==> src/rtl/fetch_pkg.sv <==
// fetch_pkg: shared constants and types for the instruction fetch front end
package fetch_pkg;
    localparam int INSTR_W  = 32;
    localparam int OPCODE_W = 6;
    localparam int OPC_LSB  = 26;
    localparam int PC_STEP  = 4;
    localparam int PC_W     = 32;
    typedef enum logic [1:0] {S_FETCH, S_WAIT, S_DRAIN} fetch_state_t;
    typedef struct packed {
        logic [INSTR_W-1:0] instr;
        logic [PC_W-1:0]    pc;
    } fetch_entry_t;
endpackage

==> src/rtl/fetch_fifo.sv <==
// fetch_fifo: small synchronous FIFO with flush and a registered head
module fetch_fifo #(
    parameter int W     = 64,
    parameter int DEPTH = 2,
    parameter int CW    = $clog2(DEPTH) + 1
) (
    input  logic          clk,
    input  logic          rst,
    input  logic          flush,
    input  logic          push,
    input  logic          pop,
    input  logic [W-1:0]  din,
    output logic [CW-1:0] count,
    output logic [W-1:0]  head
);
    localparam int PW = $clog2(DEPTH);
    logic [W-1:0]  mem [DEPTH];
    logic [PW-1:0] wr_ptr, rd_ptr;
    always_ff @(posedge clk) begin
        if (rst) begin
            wr_ptr <= '0;
            rd_ptr <= '0;
            count  <= '0;
            for (int i = 0; i < DEPTH; i++) mem[i] <= '0;
        end else if (flush) begin
            rd_ptr <= wr_ptr;
            count  <= '0;
        end else begin
            if (push) begin
                mem[wr_ptr] <= din;
                wr_ptr      <= wr_ptr + 1'b1;
            end
            if (pop) rd_ptr <= rd_ptr + 1'b1;
            count <= count + CW'(push) - CW'(pop);
        end
    end
    assign head = mem[rd_ptr];
endmodule

==> src/rtl/instr_fetch_unit.sv <==
// instr_fetch_unit: PC register, req/ack fetch FSM and prefetch FIFO feeding decode
module instr_fetch_unit
    import fetch_pkg::*;
#(
    parameter int            AW       = 32,
    parameter int            DEPTH    = 2,
    parameter logic [AW-1:0] RESET_PC = '0
) (
    input  logic                clk,
    input  logic                rst,
    output logic                imem_req,
    output logic [AW-1:0]       imem_addr,
    input  logic                imem_ack,
    input  logic [INSTR_W-1:0]  imem_rdata,
    input  logic                pc_src,
    input  logic [AW-1:0]       branch_target,
    output logic                dec_valid,
    input  logic                dec_ready,
    output logic [INSTR_W-1:0]  dec_instr,
    output logic [OPCODE_W-1:0] dec_opcode,
    output logic [AW-1:0]       dec_pc
);
    localparam int CW = $clog2(DEPTH) + 1;
    fetch_state_t         state_q, state_d;
    logic [AW-1:0]        pc_q, pc_d, addr_q;
    logic                 run_q, outstanding, push, pop;
    logic [CW-1:0]        count;
    logic [INSTR_W+AW-1:0] head;
    // run_q keeps imem_req low for the first cycle after reset
    always_comb begin
        outstanding = state_q != S_FETCH;
        imem_req    = run_q && (outstanding || count < CW'(DEPTH));
        imem_addr   = (state_q == S_DRAIN) ? addr_q : pc_q;
        push        = imem_req && imem_ack && !pc_src && state_q != S_DRAIN;
        pop         = dec_valid && dec_ready;
        pc_d        = pc_src ? branch_target : push ? pc_q + AW'(PC_STEP) : pc_q;
        state_d     = (imem_req && !imem_ack)
                    ? ((pc_src || state_q == S_DRAIN) ? S_DRAIN : S_WAIT) : S_FETCH;
    end
    always_ff @(posedge clk) begin
        if (rst) begin
            state_q <= S_FETCH;
            pc_q    <= RESET_PC;
            addr_q  <= '0;
            run_q   <= 1'b0;
        end else begin
            state_q <= state_d;
            pc_q    <= pc_d;
            addr_q  <= imem_addr;
            run_q   <= 1'b1;
        end
    end
    fetch_fifo #(.W(INSTR_W + AW), .DEPTH(DEPTH), .CW(CW)) u_fifo (
        .clk  (clk),
        .rst  (rst),
        .flush(pc_src),
        .push (push),
        .pop  (pop),
        .din  ({imem_rdata, imem_addr}),
        .count(count),
        .head (head)
    );
    assign dec_valid  = count != '0;
    assign dec_instr  = head[AW +: INSTR_W];
    assign dec_pc     = head[AW-1:0];
    assign dec_opcode = dec_instr[OPC_LSB +: OPCODE_W];
endmodule

==> config.mk <==
export PLATFORM = sky130hd
export DESIGN_NAME = instr_fetch_unit
export DESIGN_NICKNAME = d
export VERILOG_FILES = /design/src/rtl/fetch_pkg.sv /design/src/rtl/fetch_fifo.sv /design/src/rtl/instr_fetch_unit.sv
export SDC_FILE = /design/constraint.sdc
export NUM_CORES = 1
export LEC_CHECK = 0
export ABC_CLOCK_PERIOD_IN_PS = 4700
export CAP_MARGIN = 20
export CORE_ASPECT_RATIO = 1.1
export CORE_MARGIN = 2
export CORE_UTILIZATION = 54
export CTS_BUF_LIST = sky130_fd_sc_hd__clkbuf_8
export DETAILED_ROUTE_END_ITERATION = 10
export MAX_ROUTING_LAYER = met4
export PLACE_DENSITY = 0.82
export SETUP_SLACK_MARGIN = 0.15
export SLEW_MARGIN = 25
export SYNTH_ARGS = -nofsm -noshare
export SYNTH_HDL_FRONTEND = slang
export SYNTH_HIERARCHICAL = 1
export SYNTH_SLANG_ARGS = --single-unit
==> constraint.sdc <==
create_clock -name clk -period 4.7 [get_ports clk]
set_clock_uncertainty 0.1 [all_clocks]
set_input_delay 0.705 -clock clk [delete_from_list [all_inputs] [get_ports clk]]
set_output_delay 0.705 -clock clk [all_outputs]
set_load 0.03 [all_outputs]
==> impl_results.html <==
<table>
<tr><th>Metric</th><th>Value</th></tr>
<tr><th colspan="2">Clock network</th></tr>
<tr><td>Post_cts resized</td><td>0</td></tr>
<tr><td>Maximum level of the CTS H-tree</td><td>4</td></tr>
<tr><td>Total clock buffers created by CTS</td><td>17</td></tr>
<tr><td>Clock latency on the worst-skew pair</td><td>460 ps</td></tr>
<tr><td># hold bufs at CTS</td><td>0</td></tr>
<tr><td>Clock tree from TritonCTS</td><td>done</td></tr>
<tr><td>Number of sinks on the clock net</td><td>200</td></tr>
<tr><td>Number of buffers inserted by post-CTS setup repair</td><td>0</td></tr>
<tr><td>Clock slew at the register clock pins of the worst setup and hold paths</td><td>100 ps</td></tr>
<tr><td>Library cell used as clock root buffer</td><td>clkbuf_8</td></tr>
<tr><td>CTS max path bufs</td><td>2</td></tr>
<tr><th colspan="2">Placed design</th></tr>
<tr><td>I/O Buffers</td><td>172</td></tr>
<tr><td>Weighted congestion at the end of routability-driven global placement</td><td>0.923</td></tr>
<tr><td>Half-perimeter wire length after placement</td><td>14,400 µm</td></tr>
<tr><th colspan="2">Synth</th></tr>
<tr><td>Count of mapped cells out of synthesis</td><td>758</td></tr>
<tr><td>Number of nets in the synthesized netlist</td><td>830</td></tr>
<tr><td>Cell variety after synth</td><td>63</td></tr>
<tr><td>Netlist area before placement</td><td>9340 µm²</td></tr>
<tr><td>Library cell with the highest instance count after synthesis</td><td>and3_1</td></tr>
<tr><td>Yosys top cell area share</td><td>0.412</td></tr>
<tr><td>Sequential share of the synthesized area</td><td>0.566</td></tr>
<tr><td>Number of synthesis warnings</td><td>6</td></tr>
<tr><td>Most area-hungry cell type in the Yosys netlist</td><td>edfxtp_1</td></tr>
<tr><td>Leading cell types by total area after synthesis</td><td>edfxtp_1, dfxtp_1, mux2_2, and3_1, buf_6</td></tr>
<tr><td>Cell types with the highest counts after synthesis</td><td>and3_1, edfxtp_1, mux2_2, dfxtp_1</td></tr>
<tr><td>Syn Area/Cell</td><td>12.3 µm²</td></tr>
<tr><td>Async set or reset register ratio after synthesis</td><td>0</td></tr>
<tr><td>Register bit total from synthesis</td><td>200</td></tr>
<tr><td>Main synth FF type</td><td>edfxtp_1</td></tr>
<tr><td>EDFF count, synth</td><td>128</td></tr>
<tr><th colspan="2">Die</th></tr>
<tr><td>Effective utilization at floorplan</td><td>0.551</td></tr>
<tr><td>Die Area</td><td>18,400 µm²</td></tr>
<tr><td>Die Y-Extent</td><td>142 µm</td></tr>
<tr><td>Die span in x</td><td>129 µm</td></tr>
<tr><td>Area inside the core boundary</td><td>17,000 µm²</td></tr>
<tr><td>IO Count</td><td>173</td></tr>
<tr><td>Row count</td><td>50</td></tr>
<tr><th colspan="2">STA</th></tr>
<tr><td>Total negative slack for setup checks</td><td>0 ps</td></tr>
<tr><td>Period Utilization, post-route</td><td>0.820</td></tr>
<tr><td>Hold slack</td><td>423 ps</td></tr>
<tr><td>Setup-failing EPs final</td><td>0</td></tr>
<tr><td>Final critical-path required period</td><td>3860 ps</td></tr>
<tr><td>Unrepaired setup endpoints after global routing</td><td>no</td></tr>
<tr><td>Final number of hold-violating endpoints</td><td>0</td></tr>
<tr><td>Max-slew violation total from the final report</td><td>0</td></tr>
<tr><td>Fmax</td><td>0.259 GHz</td></tr>
<tr><td>Worst slew slack as a fraction of its limit</td><td>0.393</td></tr>
<tr><td>Tightest Pin Transition</td><td>906 ps</td></tr>
<tr><th colspan="2">Power and ir drop</th></tr>
<tr><td>Comb power frac</td><td>0.141</td></tr>
<tr><td>Power density over the cells</td><td>322 nW/µm²</td></tr>
<tr><td>Fraction of power spent switching nets</td><td>0.250</td></tr>
<tr><td>Peak VDD IR</td><td>0.167 mV</td></tr>
<tr><td>Total net switching power</td><td>0.921 mW</td></tr>
<tr><td>Power share of the sequential group</td><td>0.540</td></tr>
<tr><td>Share of power burned in the clock network</td><td>0.319</td></tr>
<tr><td>Static leakage</td><td>4.56 nW</td></tr>
<tr><td>Internal cell power</td><td>2.76 mW</td></tr>
<tr><td>Tot Pwr</td><td>3.69 mW</td></tr>
<tr><th colspan="2">Critical path</th></tr>
<tr><td>Data arrival, critical path</td><td>3050 ps</td></tr>
<tr><td>Termination of the worst setup path</td><td>imem_addr[16]</td></tr>
<tr><td>Launch point of the worst reg-to-reg path</td><td>u_fifo/count[1]</td></tr>
<tr><td>Maximum fanout count along the critical path</td><td>21</td></tr>
<tr><td>Critical path class</td><td>reg2out</td></tr>
<tr><td>Nature of the critical path endpoint</td><td>primary output</td></tr>
<tr><td>Worst path max stage delay</td><td>770 ps</td></tr>
<tr><td>Worst r2r dst</td><td>u_fifo/mem[1][53]</td></tr>
<tr><td>Minimum setup slack among reg-to-reg paths</td><td>1740 ps</td></tr>
<tr><td>CP top delay family</td><td>buffers and inverters</td></tr>
<tr><td>Crit path launch type</td><td>flip-flop</td></tr>
<tr><td>Number of buffers and inverters on the critical path</td><td>2</td></tr>
<tr><td>Logic depth of the worst setup path including buffers</td><td>4</td></tr>
<tr><td>FF-to-FF path depth</td><td>6</td></tr>
<tr><td>Cell chain of the critical path</td><td>nor2b_2 -&gt; buf_4 -&gt; mux2_2 -&gt; clkdlybuf4s50_1</td></tr>
<tr><td>CP max-delay cell</td><td>nor2b_2</td></tr>
<tr><td>Crit path launch</td><td>state_q[1]</td></tr>
<tr><td>Worst path required time</td><td>3890 ps</td></tr>
<tr><th colspan="2">Run</th></tr>
<tr><td>Max capacitance violation total</td><td>0</td></tr>
<tr><th colspan="2">Detailed routing</th></tr>
<tr><td>Avg WL per Cell</td><td>18.8 µm</td></tr>
<tr><td>Total via count in the routed design</td><td>6,705</td></tr>
<tr><td>Routed wire length</td><td>21,500 µm</td></tr>
<tr><td>Routed vias/inst</td><td>5.87</td></tr>
<tr><td>First-pass iteration count of the detailed router</td><td>4</td></tr>
<tr><td>Initial DRC Count</td><td>583</td></tr>
<tr><td>Final routed DRC violation total</td><td>0</td></tr>
<tr><td>Antenna viol nets, final</td><td>0</td></tr>
<tr><th colspan="2">Global routing</th></tr>
<tr><td>Pin count of the biggest net entering global routing</td><td>65</td></tr>
<tr><td>GR Layer Usage met1</td><td>0.292</td></tr>
<tr><td>Met2 Use GR</td><td>0.404</td></tr>
<tr><td>Antenna violations before repair</td><td>0</td></tr>
<tr><td>Global-route wire length before repair</td><td>33,600 µm</td></tr>
<tr><td>Via count of the first global-routing pass</td><td>6,589</td></tr>
<tr><td>Most congested layer reported by global routing</td><td>met2</td></tr>
<tr><td>Global-route congestion overflow total</td><td>0</td></tr>
<tr><td>All-layer global routing usage</td><td>0.243</td></tr>
<tr><td>Met3 Resource Use GR</td><td>0.0456</td></tr>
<tr><th colspan="2">Finish</th></tr>
<tr><td>Synth-to-Final Area Change</td><td>22.8%</td></tr>
<tr><td>Final cell utilization of the core</td><td>0.676</td></tr>
<tr><td>Nets</td><td>967</td></tr>
<tr><td>Fraction of layout instances using a drive strength above 1</td><td>0.173</td></tr>
<tr><td>Number of diodes added for antenna fixing</td><td>0</td></tr>
<tr><th colspan="2">Run status</th></tr>
<tr><td>Outcome</td><td>completed</td></tr>
<tr><th colspan="2">Worst hold path</th></tr>
<tr><td>Hold crit path type</td><td>reg2reg</td></tr>
</table>
-- power groups by stage --
stage,sequential [mW],clock (mW),combinational (mW)
finish,1.99,1.18,0.519
global route,2.00,1.26,0.550
CTS,1.99,1.20,0.522
detailed placement,2.03,0,0.519
global placement,2.02,0,0.512
floorplan,2.01,0,0.316
-- layer usage --
layer / up-vias / share of wire
li1: 3135 / -
met1: 3269 / 0.40
met2: 252 / 0.51
met3: 49 / 0.062
met4: 0 / 0.028
met5: - / 0
-- how the worst min path moves through the flow --
stage                        from      end  slack (ps)  cells after the start
after detailed placement  pc_q[0]  pc_q[0]         400                      2
after global routing      pc_q[1]  pc_q[1]         450                      2
after global placement    pc_q[0]  pc_q[0]         370                      2
final                     pc_q[0]  pc_q[0]         420                      2
after floorplan           pc_q[0]  pc_q[0]         360                      2
after CTS                 pc_q[0]  pc_q[0]         420                      2
-- worst register-to-register path, cell delays in order, from the launching register on --
cell      delay, ps
dfxtp_1         390
o21bai_2        410
nand2_1         330
inv_2           300
and2_2          500
a21o_2          260
buf_4           350
-- final cells by class --
cell class,instances,area [µm²]
multi-input cells,482,3550
repair buffers,186,1860
flip-flops and latches,200,5290
fillers,1261,5490
clock inverters,12,163
clock buffers,20,275
well taps,234,293
inverters,8,30.0
-- cell families (layout without fill, tap and decap cells) --
kind of cell / Yosys count / in the layout / synth area share
muxes: 97 / 97 / 0.117
buffers and inverters: 76 / 226 / 0.0547
xor gates and xnor gates: 10 / 10 / 0.00938
and+or+nand+nor: 305 / 305 / 0.194
DFF: 200 / 200 / 0.566
adders and majority gates: 3 / 3 / 0.00402
AOI/OAI and AO/OA: 67 / 67 / 0.0547
-- cell usage in the layout, fill, tap and decap left out, types with 2 or more instances in the layout --
| cell | instances |
|---|---|
| a2111oi_0 | 2 |
| a211oi_1 | 8 |
| a21o_2 | 2 |
| a311oi_1 | 15 |
| a31oi_1 | 2 |
| and2_1 | 36 |
| and3_1 | 130 |
| and4_1 | 6 |
| buf_12 | 3 |
| buf_4 | 11 |
| bufinv_16 | 3 |
| clkbuf_8 | 20 |
| clkdlybuf4s50_1 | 172 |
| clkinv_4 | 2 |
| clkinvlp_4 | 2 |
| dfxtp_1 | 71 |
| edfxtp_1 | 128 |
| ha_1 | 3 |
| inv_1 | 9 |
| mux2_2 | 94 |
| mux2i_1 | 3 |
| nand2_1 | 13 |
| nand3_1 | 14 |
| nand4_1 | 19 |
| nor2_1 | 37 |
| nor2b_1 | 2 |
| nor3_1 | 10 |
| nor4_1 | 9 |
| o211ai_1 | 3 |
| o21a_1 | 2 |
| o21ai_0 | 14 |
| o31ai_1 | 6 |
| or2_2 | 2 |
| or3_1 | 6 |
| or4_1 | 6 |
| xnor2_1 | 6 |
| xor2_1 | 4 |
-- through the flow --
step	setup WS, ps	std cells	instance area, µm²
final	845	1142	11500
after global routing	676	1142	11500
after CTS	797	1142	11500
after detailed placement	964	1110	11000
after global placement	1080	1110	11000
after floorplan	1020	758	9340
-- sequential cells by signal, indices dropped and copies added (netlist names), named ones only --
name and count:
addr_q 32, u_fifo/count 2, u_fifo/wr_ptr 1, run_q 1, pc_q 32, u_fifo/mem 128, u_fifo/rd_ptr 1, state_q 2
(Power assumes the default switching activity.)
==> RTL edit (config.mk and constraints unchanged) <==
Encoding of `fetch_state_t`: now one-hot (3 bits for 3 states).
--- a/src/rtl/fetch_pkg.sv
+++ b/src/rtl/fetch_pkg.sv
@@ -5,7 +5,7 @@
     localparam int OPC_LSB  = 26;
     localparam int PC_STEP  = 4;
     localparam int PC_W     = 32;
-    typedef enum logic [1:0] {S_FETCH, S_WAIT, S_DRAIN} fetch_state_t;
+    typedef enum logic [2:0] {S_FETCH = 3'b001, S_WAIT = 3'b010, S_DRAIN = 3'b100} fetch_state_t;
     typedef struct packed {
         logic [INSTR_W-1:0] instr;
         logic [PC_W-1:0]    pc;
Check against the original RTL: same outputs for any inputs over 4 cycles, from zero or initial values and one cycle with rst high; so few cycles prove little.
==> RTL edit against the original RTL <==
Final area hardly changed. Register-to-register slack improved by 40 ps. Area after synthesis is 1.2% lower. Worst setup slack improved by 430 ps. Total power up 5.9%. Sequential cell count rose by 1. Core utilization is 0.31 points higher. Wire length fell by 5.4%. Largest power group unchanged.
==> RTL edit: results (changes against the original RTL) <==
Worst-Margin Slew: 960 ps (was 906 ps)
Syn nets: 806 (was 830)
CTS clk-pin slew, worst paths: 60 ps (was 100 ps)
Worst r2r src: state_q[2] (was u_fifo/count[1])
CTS max path bufs: 3 (was 2)
Post-Synth XOR/XNOR Area: 0.0142 (was 0.00938)
Nets: 962 (was 967)
First-pass GRT wire length: 31.5 mm (was 33.6 mm)
Largest net degree at the start of global routing: 130 (was 65)
Seq/Total Area, Yosys: 0.575 (was 0.566)
DR pass1 iterations: 5 (was 4)
Worst-Skew Late Latency: 510 ps (was 460 ps)
Hold Path Origin: pc_q[31] (was pc_q[0])
Netlist cell types: 55 (was 63)
R2R Setup Slk: 1780 ps (was 1740 ps)
Status: completed (unchanged)
GRT Total Usage: 0.228 (was 0.243)
Peak supply drop: 0.201 mV (was 0.167 mV)
Hold EP: pc_q[31] (was pc_q[0])
Post-synthesis mux area share: 0.121 (was 0.117)
RD Place Congestion: 0.897 (was 0.923)
Largest cells by area after synthesis: edfxtp_1 (42%), dfxtp_1 (16%), mux2_2 (12%) (was edfxtp_1 (41%), dfxtp_1 (15%), mux2_2 (11%))
Synth top cells by count: and3_1 (135), edfxtp_1 (128), mux2_2 (95) (was and3_1 (130), edfxtp_1 (128), mux2_2 (94))
Share of post-route cells with drive strength above 1: 0.184 (was 0.173)
Cts bufs inserted: 34 (was 17)
[RTL edit: through the flow]
| stage | std cells | worst slack [ps] | util | cell area (um^2) | power, mW |
|---|---|---|---|---|---|
| after floorplan | 734 | 467 | - | 9230 | 2.33 |
| after global placement | 1062 | 1120 | 0.643 | 10900 | 2.53 |
| after detailed placement | 1062 | 1100 | 0.643 | 10900 | 2.54 |
| after CTS | 1123 | 1210 | 0.679 | 11500 | 3.94 |
| after global routing | 1123 | 1150 | 0.679 | 11500 | 4.04 |
| final | 1123 | 1270 | 0.679 | 11500 | 3.90 |
[RTL edit: critical path, stage by stage, from the launching register on]
cell	delay [ps]
dfxtp_2	790
buf_12	310
mux2_2	400
clkdlybuf4s50_1	600
[RTL edit: metal layers]
| metal | global-route usage | vias to the layer above | share of wire |
|---|---|---|---|
| met5 | - | - | 0 |
| met4 | 0.0624 | 0 | 0.013 |
| met3 | 0.0463 | 25 | 0.063 |
| met2 | 0.359 | 205 | 0.49 |
| met1 | 0.302 | 3021 | 0.44 |
| li1 | - | 3040 | - |
[RTL edit: power by group through the flow]
stage | registers, mW | logic [mW] | clock network, mW
after floorplan | 2.02 | 0.309 | 0
after global placement | 2.03 | 0.498 | 0
after detailed placement | 2.03 | 0.503 | 0
after CTS | 2.00 | 0.505 | 1.44
after global routing | 2.00 | 0.534 | 1.50
final | 2.00 | 0.503 | 1.40
[RTL edit: cell type report]
class                   instances  area [um^2]
clock buffers                  37          509
clock inverters                24          100
fillers                      1263         5420
inverters                       8         30.0
multi-input cells             459         3400
flip-flops and latches        201         5310
well taps                     208          260
repair buffers                186         1860
[RTL edit: worst max path at each step]
stage / depth (start not counted) / to / start / slack (ps)
2_1_floorplan: 9 / u_fifo/mem[0][0] / pc_src / 470
3_3_place_gp: 7 / u_fifo/mem[0][63] / pc_src / 1120
3_5_place_dp: 7 / u_fifo/mem[0][60] / pc_src / 1100
4_1_cts: 3 / dec_pc[17] / flop / 1210
5_1_grt: 3 / dec_pc[17] / flop / 1150
6_report: 3 / dec_pc[17] / flop / 1270
[RTL edit: cells by family after synthesis]
logic type / Yosys count
multiplexers: 100
adder cells (fa/ha/maj): 3
flip-flops: 201
XOR/XNOR: 15
AND/OR/NAND/NOR: 275
buffers and inverters: 74
AO/OA/AOI/OAI: 66
